`config.mk`:
```
export PLATFORM = sky130hd
export DESIGN_NAME = spi_slave_regif
export DESIGN_NICKNAME = d
export VERILOG_FILES = /design/src/rtl/spi_pkg.sv /design/src/rtl/spi_sync_edge.sv /design/src/rtl/spi_slave_regif.sv
export SDC_FILE = /design/constraint.sdc
export NUM_CORES = 1
export LEC_CHECK = 0
export CAP_MARGIN = 20
export CORE_AREA = 2 2 80 82
export DETAILED_ROUTE_END_ITERATION = 10
export DIE_AREA = 0 0 82 84
export DONT_BUFFER_PORTS = 1
export SYNTH_ARGS = -nofsm -noshare
export SYNTH_HDL_FRONTEND = slang
export SYNTH_SLANG_ARGS = --single-unit
```
`constraint.sdc`:
```
create_clock -name clk_i -period 6.1 [get_ports clk_i]
set_clock_uncertainty 0.05 [all_clocks]
set_input_delay 0 -clock clk_i [delete_from_list [all_inputs] [get_ports clk_i]]
set_output_delay 0 -clock clk_i [all_outputs]
set_load 0.05 [all_outputs]
```
`src/rtl/spi_pkg.sv`:
```
// Shared definitions for the SPI slave register interface.
// - state_t    : frame-level FSM state encoding
// - rw_bit()   : position of the read/write flag inside the command byte
// - CMD_RW_BIT : read/write flag position for the default 8-bit byte
package spi_pkg;

  localparam int DEFAULT_BYTE_SIZE = 8;

  // The read/write flag always sits in the MSB of the command byte.
  function automatic int rw_bit(input int byte_size);
    return byte_size - 1;
  endfunction

  localparam int CMD_RW_BIT = rw_bit(DEFAULT_BYTE_SIZE);

  typedef enum logic [2:0] {
    IDLE   = 3'd0,
    CMD    = 3'd1,
    WDATA  = 3'd2,
    RFETCH = 3'd3,
    RDATA  = 3'd4
  } state_t;

endpackage

```
`src/rtl/spi_sync_edge.sv`:
```
// N-stage synchronizer for a single asynchronous pin, with single-cycle
// rise/fall pulses derived from the synchronized level.
// Ports:
//   clk_i    - system clock
//   rst_n_i  - asynchronous reset, active-low
//   d_i      - asynchronous input pin
//   q_o      - synchronized level
//   rise_o   - one-cycle pulse on a synchronized 0->1 transition
//   fall_o   - one-cycle pulse on a synchronized 1->0 transition
module spi_sync_edge #(
  parameter int   STAGES    = 2,
  parameter logic RESET_VAL = 1'b0
) (
  input  logic clk_i,
  input  logic rst_n_i,
  input  logic d_i,
  output logic q_o,
  output logic rise_o,
  output logic fall_o
);

  logic [STAGES-1:0] r_sync;
  logic              r_prev;

  // Reset to the pin's idle level so no spurious edge appears after reset.
  always_ff @(posedge clk_i or negedge rst_n_i) begin
    if (!rst_n_i) begin
      r_sync <= {STAGES{RESET_VAL}};
      r_prev <= RESET_VAL;
    end else begin
      r_sync <= {r_sync[STAGES-2:0], d_i};
      r_prev <= r_sync[STAGES-1];
    end
  end

  assign q_o    = r_sync[STAGES-1];
  assign rise_o = q_o & ~r_prev;
  assign fall_o = ~q_o & r_prev;

endmodule

```
`src/rtl/spi_slave_regif.sv`:
```
// SPI MODE 0 slave that turns SPI frames into register-file cycles.
// Frame: command byte (MSB = read/write, low bits = start address), then any
// number of data bytes at auto-incrementing addresses. All SPI pins are
// oversampled in the clk_i domain.
// Ports:
//   clk_i, rst_n_i          - system clock, async active-low reset
//   spi_ssn_i/clk_i/di_i    - SPI select, clock, MOSI (asynchronous)
//   spi_do_o, spi_do_oe_o   - MISO and its output enable
//   reg_addr_o/wdata_o      - register address and write data
//   reg_we_o, reg_re_o      - one-cycle write/read strobes
//   reg_rdata_i             - read data, valid one cycle after reg_re_o
//   frame_done_o            - one-cycle pulse when an active frame ends
//   busy_o                  - high whenever the FSM is not IDLE
module spi_slave_regif
  import spi_pkg::*;
#(
  parameter int BYTE_SIZE   = 8,
  parameter int SYNC_STAGES = 2
) (
  input  logic                 clk_i,
  input  logic                 rst_n_i,
  input  logic                 spi_ssn_i,
  input  logic                 spi_clk_i,
  input  logic                 spi_di_i,
  output logic                 spi_do_o,
  output logic                 spi_do_oe_o,
  output logic [BYTE_SIZE-2:0] reg_addr_o,
  output logic [BYTE_SIZE-1:0] reg_wdata_o,
  output logic                 reg_we_o,
  output logic                 reg_re_o,
  input  logic [BYTE_SIZE-1:0] reg_rdata_i,
  output logic                 frame_done_o,
  output logic                 busy_o
);

  localparam int AW  = BYTE_SIZE - 1;
  localparam int CW  = $clog2(BYTE_SIZE + 1);
  localparam int RWB = rw_bit(BYTE_SIZE);
  localparam logic [CW-1:0] LAST_BIT = CW'(BYTE_SIZE - 1);

  logic w_ssn, w_ssn_rise, w_ssn_fall;
  logic w_sck, w_sck_rise, w_sck_fall;
  logic w_di, w_di_rise, w_di_fall;
  logic w_unused;

  state_t r_state, w_next_state;
  logic [CW-1:0]        r_bit_cnt;
  logic [BYTE_SIZE-2:0] r_rx;
  logic [BYTE_SIZE-1:0] r_tx;
  logic [AW-1:0]        r_addr;
  logic                 r_fetch_ph;
  logic                 r_do;
  logic                 w_re;
  logic                 w_byte_done;
  logic [BYTE_SIZE-1:0] w_rx_next;

  // Select idles high, so its synchronizer resets high to keep MISO disabled.
  spi_sync_edge #(.STAGES(SYNC_STAGES), .RESET_VAL(1'b1)) u_sync_ssn (
    .clk_i(clk_i), .rst_n_i(rst_n_i), .d_i(spi_ssn_i),
    .q_o(w_ssn), .rise_o(w_ssn_rise), .fall_o(w_ssn_fall)
  );

  spi_sync_edge #(.STAGES(SYNC_STAGES), .RESET_VAL(1'b0)) u_sync_sck (
    .clk_i(clk_i), .rst_n_i(rst_n_i), .d_i(spi_clk_i),
    .q_o(w_sck), .rise_o(w_sck_rise), .fall_o(w_sck_fall)
  );

  // MOSI goes through the same depth as SCK so it is aligned with sck_rise.
  spi_sync_edge #(.STAGES(SYNC_STAGES), .RESET_VAL(1'b0)) u_sync_di (
    .clk_i(clk_i), .rst_n_i(rst_n_i), .d_i(spi_di_i),
    .q_o(w_di), .rise_o(w_di_rise), .fall_o(w_di_fall)
  );

  assign w_unused = ^{w_ssn_rise, w_ssn_fall, w_sck, w_di_rise, w_di_fall};

  assign w_rx_next   = {r_rx, w_di};
  assign w_byte_done = w_sck_rise && (r_bit_cnt == LAST_BIT);

  // Next-state logic; a deasserted select overrides every other event.
  always_comb begin
    w_next_state = r_state;
    w_re         = 1'b0;
    if (w_ssn) begin
      w_next_state = IDLE;
    end else begin
      case (r_state)
        IDLE:    w_next_state = CMD;
        CMD:     if (w_byte_done) w_next_state = w_rx_next[RWB] ? RFETCH : WDATA;
        WDATA:   w_next_state = WDATA;
        RFETCH: begin
          w_re = ~r_fetch_ph;
          if (r_fetch_ph) w_next_state = RDATA;
        end
        RDATA:   if (w_byte_done) w_next_state = RFETCH;
        default: w_next_state = IDLE;
      endcase
    end
  end

  always_ff @(posedge clk_i or negedge rst_n_i) begin
    if (!rst_n_i) r_state <= IDLE;
    else          r_state <= w_next_state;
  end

  // Datapath: shifting, address tracking and registered strobes.
  always_ff @(posedge clk_i or negedge rst_n_i) begin
    if (!rst_n_i) begin
      r_bit_cnt    <= '0;
      r_rx         <= '0;
      r_tx         <= '0;
      r_addr       <= '0;
      r_fetch_ph   <= 1'b0;
      r_do         <= 1'b0;
      reg_addr_o   <= '0;
      reg_wdata_o  <= '0;
      reg_we_o     <= 1'b0;
      frame_done_o <= 1'b0;
    end else begin
      reg_we_o     <= 1'b0;
      frame_done_o <= 1'b0;
      if (w_ssn) begin
        r_bit_cnt  <= '0;
        r_fetch_ph <= 1'b0;
        r_do       <= 1'b0;
        if (r_state != IDLE) frame_done_o <= 1'b1;
      end else begin
        if (r_state != RDATA) r_do <= 1'b0;
        case (r_state)
          IDLE: r_bit_cnt <= '0;
          CMD: begin
            if (w_sck_rise) begin
              r_rx <= w_rx_next[BYTE_SIZE-2:0];
              if (w_byte_done) begin
                r_bit_cnt <= '0;
                r_addr    <= w_rx_next[AW-1:0];
                // Present the read address ahead of the first read strobe.
                if (w_rx_next[RWB]) reg_addr_o <= w_rx_next[AW-1:0];
              end else begin
                r_bit_cnt <= r_bit_cnt + 1'b1;
              end
            end
          end
          WDATA: begin
            if (w_sck_rise) begin
              r_rx <= w_rx_next[BYTE_SIZE-2:0];
              if (w_byte_done) begin
                r_bit_cnt   <= '0;
                reg_we_o    <= 1'b1;
                reg_addr_o  <= r_addr;
                reg_wdata_o <= w_rx_next;
                r_addr      <= r_addr + 1'b1;
              end else begin
                r_bit_cnt <= r_bit_cnt + 1'b1;
              end
            end
          end
          RFETCH: begin
            r_fetch_ph <= ~r_fetch_ph;
            if (r_fetch_ph) r_tx <= reg_rdata_i;
          end
          RDATA: begin
            if (w_sck_fall) begin
              r_do <= r_tx[BYTE_SIZE-1];
              r_tx <= {r_tx[BYTE_SIZE-2:0], 1'b0};
            end
            if (w_sck_rise) begin
              if (w_byte_done) begin
                r_bit_cnt  <= '0;
                r_addr     <= r_addr + 1'b1;
                reg_addr_o <= r_addr + 1'b1;
              end else begin
                r_bit_cnt <= r_bit_cnt + 1'b1;
              end
            end
          end
          default: r_bit_cnt <= '0;
        endcase
      end
    end
  end

  assign reg_re_o    = w_re;
  assign spi_do_o    = r_do & (r_state == RDATA);
  assign spi_do_oe_o = ~w_ssn;
  assign busy_o      = (r_state != IDLE);

endmodule

```
==> results of run 1 <==
## power groups by stage
stage	combinational (mW)	sequential, mW	clock, mW
after floorplan	0.0594	0.404	0
after global placement	0.0645	0.419	0
after CTS	0.0822	0.412	0.214
after detailed placement	0.0661	0.419	0
after global routing	0.0936	0.416	0.227
final	0.0814	0.412	0.207
## stage by stage
stage / setup slack (ns) / hold WS (ns) / power [mW] / instances
3_3_place_gp: 3.61 / -0.344 / 0.484 / 345
5_1_grt: 3.30 / 0.160 / 0.736 / 366
6_report: 3.47 / 0.178 / 0.701 / 366
2_1_floorplan: 3.88 / -0.346 / 0.463 / 286
3_5_place_dp: 3.57 / -0.344 / 0.485 / 345
4_1_cts: 3.44 / 0.170 / 0.708 / 366
## timing repair
item | in CTS | in global routing
hold buffers | 13 | 0
hold endpoints to repair | 66 | 0
setup buffers | 0 | 0
## critical path, cell delays in order, from the launching register on
cell	delay, ns
dfrtp_1	0.73
or3b_1	0.77
nor2_1	0.77
## Yosys cell counts, drive strengths merged, types with 7 or more instances
library cell / number / area (um^2)
buf: 9 / 50.0
nor3: 10 / 50.1
a21oi: 9 / 48.8
nor2: 17 / 63.8
o31ai: 7 / 52.6
nand2: 33 / 124
clkbuf: 12 / 45.0
o21ai: 18 / 90.1
mux2: 25 / 293
nand3: 7 / 35.0
mux2i: 7 / 70.1
dfrtp: 53 / 1330
## registers in the layout, indices dropped and copies added (netlist names), 3 cells and up
register and cells:
r_addr 7, r_tx 8, r_bit_cnt 4, r_rx 7, reg_addr_o 7, reg_wdata_o 8, r_state 3
## cell type report
| class | instances | share of cell area |
|---|---|---|
| multi-input combinational | 204 | 0.443 |
| tap | 77 | 0.0306 |
| sequential | 55 | 0.437 |
| inverter | 6 | 0.00715 |
| clock buffer | 5 | 0.0218 |
| clock inverter | 3 | 0.00595 |
| timing repair buffer | 16 | 0.0540 |
## cell families after synthesis
| group | Yosys count |
|---|---|
| AO/OA/AOI/OAI | 69 |
| XOR/XNOR | 4 |
| buffers and inverters | 27 |
| AND/OR/NAND/NOR | 97 |
| multiplexers | 32 |
| flip-flops | 55 |
| adder cells (fa/ha/maj) | 2 |
## how the worst max path moves through the flow
stage	slack [ns]	end	depth (start not counted)
detailed placement	3.57	reg_addr_o[2]	5
CTS	3.44	spi_do_o	2
global placement	3.61	reg_addr_o[4]	5
finish	3.47	spi_do_o	2
global route	3.30	r_tx[3]	4
floorplan	3.88	reg_re_o	5
## layer usage
layer  up-vias  GRT usage  part of all wire
li1       1042          -                 -
met1      1081      0.292              0.49
met2        60      0.273              0.44
met3         6     0.0455             0.053
met4         0     0.0652             0.011
met5         -          0                 0
==> impl_results.rst, run 1 <==
.. list-table::
   :header-rows: 1

   * - Metric
     - Value
   * - Critical path capture point type
     - output port
   * - Setup repair after global routing missed its margin
     - false
   * - Count of mapped cells out of synthesis
     - approximately 290
   * - Count of filler cells inserted in the layout
     - about 550
   * - Placeable core region
     - between 0.006 and 0.007 mm^2
   * - Maximum achievable frequency
     - approximately 380 MHz
   * - Overall die area
     - 0.00689 mm^2
   * - Fraction of the mapped netlist area in compound gates
     - 0.168
   * - Final count of hold timing violations
     - 0
   * - Chip width
     - 82 um
   * - Detailed router's first-iteration violation count
     - ~150
   * - Time the worst path needs with I/O delays and setup
     - 2.63 ns
   * - CP max FO
     - 33
   * - Number of placement rows
     - 29
   * - Summed instance area of the synthesized netlist
     - between 0.002 and 0.003 mm^2
   * - Number of flops mapped to enable cells by yosys
     - 0
   * - Combinational cell fraction of total power
     - 0.116
   * - Maximum number of pins on one net before global-route repair
     - 56
   * - Endpoint of the worst register-to-register path
     - reg_addr_o[4]
   * - Starting utilization of the core area
     - 0.475
   * - Critical path launch point type
     - flop
   * - Routed vias/inst
     - 5.98
   * - Worst Hold Path Cells
     - 1
   * - Mean post-synth cell area
     - 10.1 um^2
   * - Yosys reg bits
     - 55
   * - Combinational family with the most area after synthesis
     - simple AND/OR/NAND/NOR gates
   * - Clock buffer depth
     - 2
   * - Post-route standard cell area excluding fillers
     - 0.00315 mm^2
   * - First-pass GRT wire length
     - about 10 mm
   * - Share of power burned in registers
     - 0.588
   * - Inserted Diodes
     - 0
   * - Port Buffer Count
     - 0
   * - Result of the run
     - finished, final reports clean
   * - Overall track demand over capacity in global routing
     - 0.195
   * - Total negative setup slack
     - 0 ns
   * - Root cell of the clock tree
     - clkbuf_8
   * - Mux cell area share after synthesis
     - 0.125
   * - Path depth of the worst reg2reg path
     - 5
   * - Maximum capacitance violations
     - 0
   * - Syn Nets
     - approximately 300
   * - Clk network pwr share
     - 0.296
   * - Number of warnings printed during yosys synthesis
     - 0
   * - Cell Area, Placed
     - a little under 0.003 mm^2
   * - Overflow after GRT
     - 0
   * - Area growth from synthesis to layout
     - 8.95%
   * - Final wirelength
     - roughly 6.2 mm
   * - Post-DRT Antenna Nets
     - 0
   * - Sequential area share after synthesis
     - 0.477
   * - TritonCTS clock tree
     - done
   * - Worst R2R Start
     - r_state[1]
   * - Sequential cell area
     - ~0.0014 mm^2
   * - Hold/Removal Path Class
     - in -> reg
   * - Worst-Skew Late Latency
     - between 0.3 and 0.4 ns
   * - Final count of negative-setup-slack endpoints
     - 0
   * - Req. time, crit path
     - around 6.1 ns
   * - Clock H-tree levels
     - 2
   * - Adder-cell area share of the yosys netlist
     - 0.00865
   * - DRC errors left
     - 0
   * - Layout cells sized above 1
     - 0.152
   * - Multi-input gate area in the final layout
     - between 0.001 and 0.0015 mm^2
   * - Routability Congestion
     - a little under 0.8
   * - Routed wire length per instance
     - 16.8 um
   * - Critical path arrival
     - 2.58 ns
   * - Async S/R FF share, synth
     - 1.00
   * - Area share of xor/xnor cells in the synthesized design
     - 0.0121
   * - Length of the first detailed-routing pass in iterations
     - 4
   * - Simple-gate area share of the yosys netlist
     - 0.168
   * - Most used flip-flop cell after synthesis
     - dfrtp_1
   * - Cell leakage power
     - 1.37 nW
   * - Worst Min Path Start
     - spi_ssn_i
   * - Commonest non-fill, non-tap cell in the layout
     - dfrtp_1
   * - Pwr Density
     - roughly 220 mW/mm^2
   * - Internal power component
     - 0.504 mW
   * - I/O pin total
     - 34
   * - Share of the core filled with cells in the final layout
     - 0.517
   * - CTS resizes
     - 0
   * - Max-slew violations
     - 0
   * - Number of nets in the layout
     - around 300
   * - Total number of clock tree sinks
     - between 50 and 60
   * - Psw
     - roughly 0.20 mW
   * - Post-DP HPWL
     - around 4 mm
   * - Vias in the first global route
     - 2087
   * - Slew at the pin closest to its max-slew limit
     - around 0.95 ns
   * - Clk slew on worst S/H paths
     - 0.10 ns
   * - Yosys cell types
     - roughly 50
   * - Terminating pin of the worst hold path
     - u_sync_ssn.r_sync[0]
   * - DIE HEIGHT
     - between 80 and 90 um
   * - Total via count in the routed design
     - 2189
   * - Worst setup startpoint
     - r_state[1]
   * - Remaining max-slew budget at the tightest pin
     - 0.366
   * - Setup CP Type
     - reg -> out
   * - Commonest cells after routing, fill and taps aside
     - 53 x dfrtp_1, 33 x nand2_1, 22 x mux2_2
   * - Fraction of power spent switching nets
     - 0.280
   * - Part of the cycle the worst path needs
     - 0.431
   * - Reg2Reg Setup Slack
     - 3.54 ns
   * - Antenna violations before repair
     - 0
   * - TritonCTS buffer count
     - 5
   * - IR Drop Worst-Case VDD
     - approximately 180 uV
No activity file was read; power rests on OpenSTA's default activity.
==> run 2, diff against run 1 <==
Settings changed: PLACE_DENSITY set to 0.65.
Clock period 6.1 ns to 2.3 ns, I/O delays scaled along.
==> run 2 against run 1 <==
Total power increased to 2.6 times the previous value. Flip-flop and latch count unchanged. Via count increased by 0.78%. Combinational power increased to 2.8 times the previous value. Critical path type is now reg -> reg. First-iteration DRC count increased by 40%. Sequential power increased to 2.6 times the previous value. Die area unchanged. Non-clock buffer count increased by 15. Critical path depth increased by 3. Worst setup slack got worse by 3.2 ns. Sequential share of layout area decreased by 1.6 points.
==> impl_results.rst, run 2 (synthesis gave the netlist of run 1 again) <==
.. list-table::
   :header-rows: 1

   * - Metric
     - Value
   * - TritonCTS buffer count
     - 5
   * - Largest registers
     - r_tx (8), reg_wdata_o (8)
   * - Endpoint of the worst register-to-register path
     - r_tx[1]
   * - Post-DRT Antenna Nets
     - 0
   * - Fraction of power spent switching nets
     - 0.271
   * - IR Drop Worst-Case VDD
     - slightly below 400 uV
   * - DIE HEIGHT
     - around 84 um
   * - Root cell of the clock tree
     - clkbuf_8
   * - Critical path capture point type
     - flop
   * - Critical path launch point type
     - flop
   * - Number of placement rows
     - 29
   * - Buffers inserted during post-CTS setup optimization
     - 0
   * - Total via count in the routed design
     - ~2.2k
   * - Req. time, crit path
     - 2.44 ns
   * - Pwr Density
     - between 500 and 600 mW/mm^2
   * - Setup repair after global routing missed its margin
     - false
   * - Worst-Skew Late Latency
     - 0.30 ns
   * - Terminating pin of the worst hold path
     - u_sync_ssn.r_sync[0]
   * - Overall die area
     - between 0.006 and 0.007 mm^2
   * - DRC errors left
     - 0
   * - Overflow after GRT
     - 0
   * - Total negative setup slack
     - 0 ns
   * - Total number of clock tree sinks
     - 55
   * - Placed cell count
     - 360
   * - Cell leakage power
     - about 1.4 nW
   * - Port Buffer Count
     - 0
   * - Length of the first detailed-routing pass in iterations
     - 4
   * - Clk slew on worst S/H paths
     - roughly 0.10 ns
   * - Post-CTS Hold Buffers
     - 13
   * - Hold/Removal Path Class
     - in -> reg
   * - Inserted Diodes
     - 0
   * - Path depth of the worst reg2reg path
     - 5
   * - Final wirelength
     - 6.17 mm
   * - Overall power of the completed layout
     - roughly 1.8 mW
   * - Number of nets in the layout
     - between 300 and 400
   * - Worst R2R Start
     - r_state[1]
   * - Layout cells sized above 1
     - 0.194
   * - CP max FO
     - 10
   * - Worst Min Path Start
     - spi_ssn_i
   * - Maximum capacitance violations
     - 0
   * - Final count of hold timing violations
     - 0
   * - Combinational cell fraction of total power
     - 0.122
   * - Routability Congestion
     - about 0.84
   * - I/O pin total
     - 34
   * - Clk network pwr share
     - 0.290
   * - Part of the cycle the worst path needs
     - 0.885
   * - Post-route setup slack
     - between 0.2 and 0.3 ns
   * - Reg2Reg Setup Slack
     - 0.26 ns
   * - Antenna violations before repair
     - 0
   * - Result of the run
     - finished, final reports clean
   * - Clock buffer depth
     - 2
   * - Routed wire length per instance
     - ~16 um
   * - Maximum number of pins on one net before global-route repair
     - 56
   * - Commonest non-fill, non-tap cell in the layout
     - dfrtp_1
   * - Remaining max-slew budget at the tightest pin
     - 0.642
   * - Detailed router's first-iteration violation count
     - between 200 and 250
   * - Routed vias/inst
     - roughly 5.8
   * - Pre-CTS setup slack
     - between 0.2 and 0.3 ns
   * - Area growth from synthesis to layout
     - 13.1%
   * - First-pass GRT wire length
     - 10.8 mm
   * - Slew at the pin closest to its max-slew limit
     - about 0.54 ns
   * - Max-slew violations
     - 0
   * - Chip width
     - 82 um
   * - Final count of negative-setup-slack endpoints
     - 0
   * - Vias in the first global route
     - 2163
   * - Internal power component
     - 1.35 mW
   * - Clock H-tree levels
     - 2
   * - Maximum achievable frequency
     - a little under 500 MHz
   * - Setup CP Type
     - reg -> reg
   * - Post-DP HPWL
     - around 4.3 mm
   * - CTS resizes
     - 0
   * - TritonCTS clock tree
     - done
   * - Starting utilization of the core area
     - 0.475
   * - Number of standard cells in the final layout excluding fillers
     - approximately 380
   * - Critical path arrival
     - between 2 and 2.5 ns
   * - Time the worst path needs with I/O delays and setup
     - 2.04 ns
   * - Overall track demand over capacity in global routing
     - 0.201
   * - Share of power burned in registers
     - 0.588
   * - Psw
     - 0.501 mW
   * - Worst Hold Path Cells
     - 1
   * - Commonest cells after routing, fill and taps aside
     - 53 x dfrtp_1, 33 x nand2_1, 22 x mux2_2
   * - Placeable core region
     - around 0.006 mm^2
   * - Worst hold slack
     - 0.175 ns
run 2: changes by cell type in the layout (fill, tap and decap cells not counted), sizes merged:
cell / change
clkinvlp: +1
clkinv: -2
buf: +15
clkbuf: +1
run 2: cell type report:
type                       instances  area, um^2
timing repair buffer              31         283
multi-input combinational        204        1400
clock inverter                     2        16.3
tap                               77        96.3
inverter                           6        22.5
sequential                        55        1380
fill                             555        2830
clock buffer                       6        72.6
run 2: worst max-delay path by stage:
stage          slack [ns]  endpoint       start  cells past startpoint
2_1_floorplan        0.08  reg_re_o  r_state[0]                      5
3_3_place_gp         0.35   r_tx[6]  r_state[1]                      5
3_5_place_dp         0.30   r_tx[6]  r_state[1]                      5
4_1_cts              0.25   r_tx[1]  r_state[1]                      5
5_1_grt              0.15   r_tx[1]  r_state[1]                      5
6_report             0.26   r_tx[1]  r_state[1]                      5
run 2: layer usage:
metal,vias to the layer above,GRT usage,wire length [um],part of all wire
met2,61,0.287,2820,0.46
li1,1075,-,-,-
met3,9,0.0487,321,0.052
met1,1061,0.302,2920,0.47
met5,-,0,0,0
met4,0,0.0591,108,0.018
run 2: critical path, stage by stage, from the launching register on:
cell and delay, ns:
dfrtp_1 0.43, nor3b_1 0.32, buf_4 0.24, nand2_1 0.08, a21oi_2 0.41, mux2_2 0.39
run 2: metrics by stage:
stage / cell area (um^2) / utilization
6_report: 3270 / 0.537
5_1_grt: 3270 / 0.537
4_1_cts: 3270 / 0.537
3_5_place_dp: 3030 / 0.498
3_3_place_gp: 3030 / 0.498
2_1_floorplan: 2890 / -
run 2: power groups by stage:
stage               Clock (mW)  Combinational (mW)  Sequential, mW
detailed placement           0               0.186            1.11
floorplan                    0               0.157            1.07
CTS                      0.559               0.228            1.09
finish                   0.536               0.226            1.09
global placement             0               0.182            1.10
global route             0.596               0.256            1.10
==> run 3, diff against run 2 <==
Settings changed: CORE_AREA 2 2 80 82 to 2 2 90 66, DIE_AREA 0 0 82 84 to 0 0 92 68, PLACE_DENSITY 0.65 to unset, PLACE_DENSITY_LB_ADDON set to 0.05.
==> run 3 against run 2 <==
Clock-buffer cell count fell by 1. Sequential share of layout area fell by 0.35 points. Non-clock buffer count rose by 4. Wire length is 8.1% higher. Combinational power grew 6%. Via count rose by 0.82%. Cell count rose by 0.52%. Critical path depth did not move. Core utilization up 6.7 points. Worst setup slack better by 0.0032 ns. Total power up 1.5%. Highest routed layer unchanged.
==> impl_results.rst, run 3 (synthesis gave the netlist of run 1 again) <==
.. list-table::
   :header-rows: 1

   * - Metric
     - Value
   * - Total via count in the routed design
     - around 2.2k
   * - Commonest non-fill, non-tap cell in the layout
     - dfrtp_1
   * - Buffers inserted during post-CTS setup optimization
     - 0
   * - Chip width
     - roughly 92 um
   * - Remaining max-slew budget at the tightest pin
     - 0.633
   * - Combinational cell fraction of total power
     - 0.128
   * - Total negative setup slack
     - 0 ns
   * - TritonCTS buffer count
     - 5
   * - Reg2Reg Setup Slack
     - approximately 0.27 ns
   * - Worst hold slack
     - ~0.15 ns
   * - Overall die area
     - around 0.0063 mm^2
   * - Series of cell instances along the critical path
     - ha_1 -> nand2_1 -> or3_1 -> or3_1 -> mux2_4
   * - Max-slew violations
     - 0
   * - Inserted Diodes
     - 0
   * - Path depth of the worst reg2reg path
     - 5
   * - Worst R2R Start
     - r_bit_cnt[0]
   * - Port Buffer Count
     - 0
   * - Post-DRT Antenna Nets
     - 0
   * - Count of filler cells inserted in the layout
     - between 400 and 500
   * - Critical path arrival
     - 2.19 ns
   * - Number of nets in the layout
     - between 300 and 400
   * - Post-DP HPWL
     - 4.65 mm
   * - Maximum capacitance violations
     - 0
   * - Maximum achievable frequency
     - between 400 and 500 MHz
   * - Overflow after GRT
     - 0
   * - Overall track demand over capacity in global routing
     - 0.224
   * - Time the worst path needs with I/O delays and setup
     - roughly 2.0 ns
   * - Length of the first detailed-routing pass in iterations
     - 6
   * - Antenna violations before repair
     - 0
   * - Total number of clock tree sinks
     - between 50 and 60
   * - Req. time, crit path
     - 2.46 ns
   * - Share of power burned in registers
     - 0.580
   * - Maximum number of pins on one net before global-route repair
     - 56
   * - Commonest cells after routing, fill and taps aside
     - 53 x dfrtp_1, 33 x nand2_1, 22 x mux2_2, 22 x buf_4, 17 x nor2_1
   * - Largest registers
     - r_tx (8), reg_wdata_o (8)
   * - DIE HEIGHT
     - between 60 and 70 um
   * - Depth of the critical timing path with buffers and inverters included
     - 5
   * - Buffers & Inverters on Critical Path
     - 0
   * - Critical path launch point type
     - flop
   * - First-pass GRT wire length
     - 10.7 mm
   * - Clk network pwr share
     - 0.292
   * - Worst setup startpoint
     - r_bit_cnt[0]
   * - Setup repair after global routing missed its margin
     - false
   * - Number of placement rows
     - 23
   * - Pwr Density
     - around 570 mW/mm^2
   * - Vias in the first global route
     - 2053
   * - Setup CP Type
     - reg -> reg
   * - DRC errors left
     - 0
   * - Psw
     - ~0.53 mW
   * - Routability Congestion
     - between 0.8 and 0.9
   * - Cell leakage power
     - approximately 1.5 nW
   * - Final count of negative-setup-slack endpoints
     - 0
   * - Slew at the pin closest to its max-slew limit
     - between 0.5 and 0.6 ns
   * - Routed vias/inst
     - approximately 5.8
   * - Part of the cycle the worst path needs
     - 0.884
   * - Worst-Skew Late Latency
     - between 0.3 and 0.4 ns
   * - Share of the core filled with cells in the final layout
     - 0.603
   * - Clock H-tree levels
     - 2
   * - Starting utilization of the core area
     - 0.529
   * - Layout cells sized above 1
     - 0.205
   * - Endpoint of the worst register-to-register path
     - reg_addr_o[2]
   * - Final wirelength
     - approximately 6.7 mm
   * - Root cell of the clock tree
     - clkbuf_8
   * - Critical path capture point type
     - flop
   * - I/O pin total
     - 34
   * - Slowest cell on crit path
     - or3_1
   * - Clk slew on worst S/H paths
     - 0.10 ns
   * - Fraction of power spent switching nets
     - 0.281
   * - CTS resizes
     - 0
   * - Placed cell count
     - between 300 and 400
   * - Slowest stage delay, CP
     - approximately 0.54 ns
   * - IR Drop Worst-Case VDD
     - approximately 350 uV
   * - Overall power of the completed layout
     - approximately 1.9 mW
   * - Hold/Removal Path Class
     - in -> async
   * - Post-CTS Hold Buffers
     - 13
   * - Area growth from synthesis to layout
     - 14.0%
   * - Largest delay share family, worst path
     - simple AND/OR/NAND/NOR gates
   * - Internal power component
     - 1.35 mW
   * - Final count of hold timing violations
     - 0
   * - Most Frequent Cell on Critical Path
     - or3_1
   * - Clock buffer depth
     - 2
   * - TritonCTS clock tree
     - done
   * - Result of the run
     - finished, final reports clean
   * - Detailed router's first-iteration violation count
     - between 150 and 200
   * - CP max FO
     - 7
   * - Number of standard cells in the final layout excluding fillers
     - 383
   * - Placeable core region
     - between 0.005 and 0.006 mm^2
   * - Routed wire length per instance
     - roughly 17 um
run 3: changes by cell type in the layout (fill, tap and decap cells not counted), sizes merged:
cell,previous run,this run
inv,7,6
clkbuf,6,5
clkinv,0,2
buf,19,23
run 3: worst reg2reg max path: stages (launching register included):
cell	delay, ns
dfrtp_1	0.40
ha_1	0.17
nand2_1	0.09
or3_1	0.33
or3_1	0.54
mux2_4	0.35
run 3: metrics by stage:
step	instance area (um^2)	setup WS, ns
floorplan	2890	0.0840
global placement	3060	0.322
detailed placement	3060	0.291
CTS	3300	0.271
global route	3300	0.0937
finish	3300	0.268
run 3: power groups by stage:
| stage | clock [mW] | combinational, mW | sequential [mW] |
|---|---|---|---|
| detailed placement | 0 | 0.197 | 1.11 |
| CTS | 0.580 | 0.240 | 1.09 |
| global route | 0.608 | 0.265 | 1.10 |
| global placement | 0 | 0.192 | 1.11 |
| floorplan | 0 | 0.157 | 1.07 |
| finish | 0.548 | 0.240 | 1.09 |
run 3: worst max path at each step:
| stage | to |
|---|---|
| after floorplan | reg_re_o |
| after global placement | reg_addr_o[4] |
| after detailed placement | reg_addr_o[2] |
| after CTS | reg_addr_o[2] |
| after global routing | r_addr[4] |
| final | reg_addr_o[2] |
run 3: metal layers:
| layer | GRT usage | share of wire | vias up |
|---|---|---|---|
| met5 | 0 | 0 | - |
| met1 | 0.345 | 0.51 | 1073 |
| li1 | - | - | 1083 |
| met3 | 0.0518 | 0.064 | 2 |
| met4 | 0.0578 | 0.0046 | 0 |
| met2 | 0.316 | 0.42 | 66 |
run 3: layout make-up:
class	instances	area, um^2	share of cell area
Sequential cell	55	1380	0.418
Inverter	6	22.5	0.00683
Multi-Input combinational cell	204	1400	0.423
Timing Repair Buffer	35	313	0.0948
Clock inverter	3	25.0	0.00759
Clock buffer	5	68.8	0.0209
Tap cell	75	93.8	0.0285
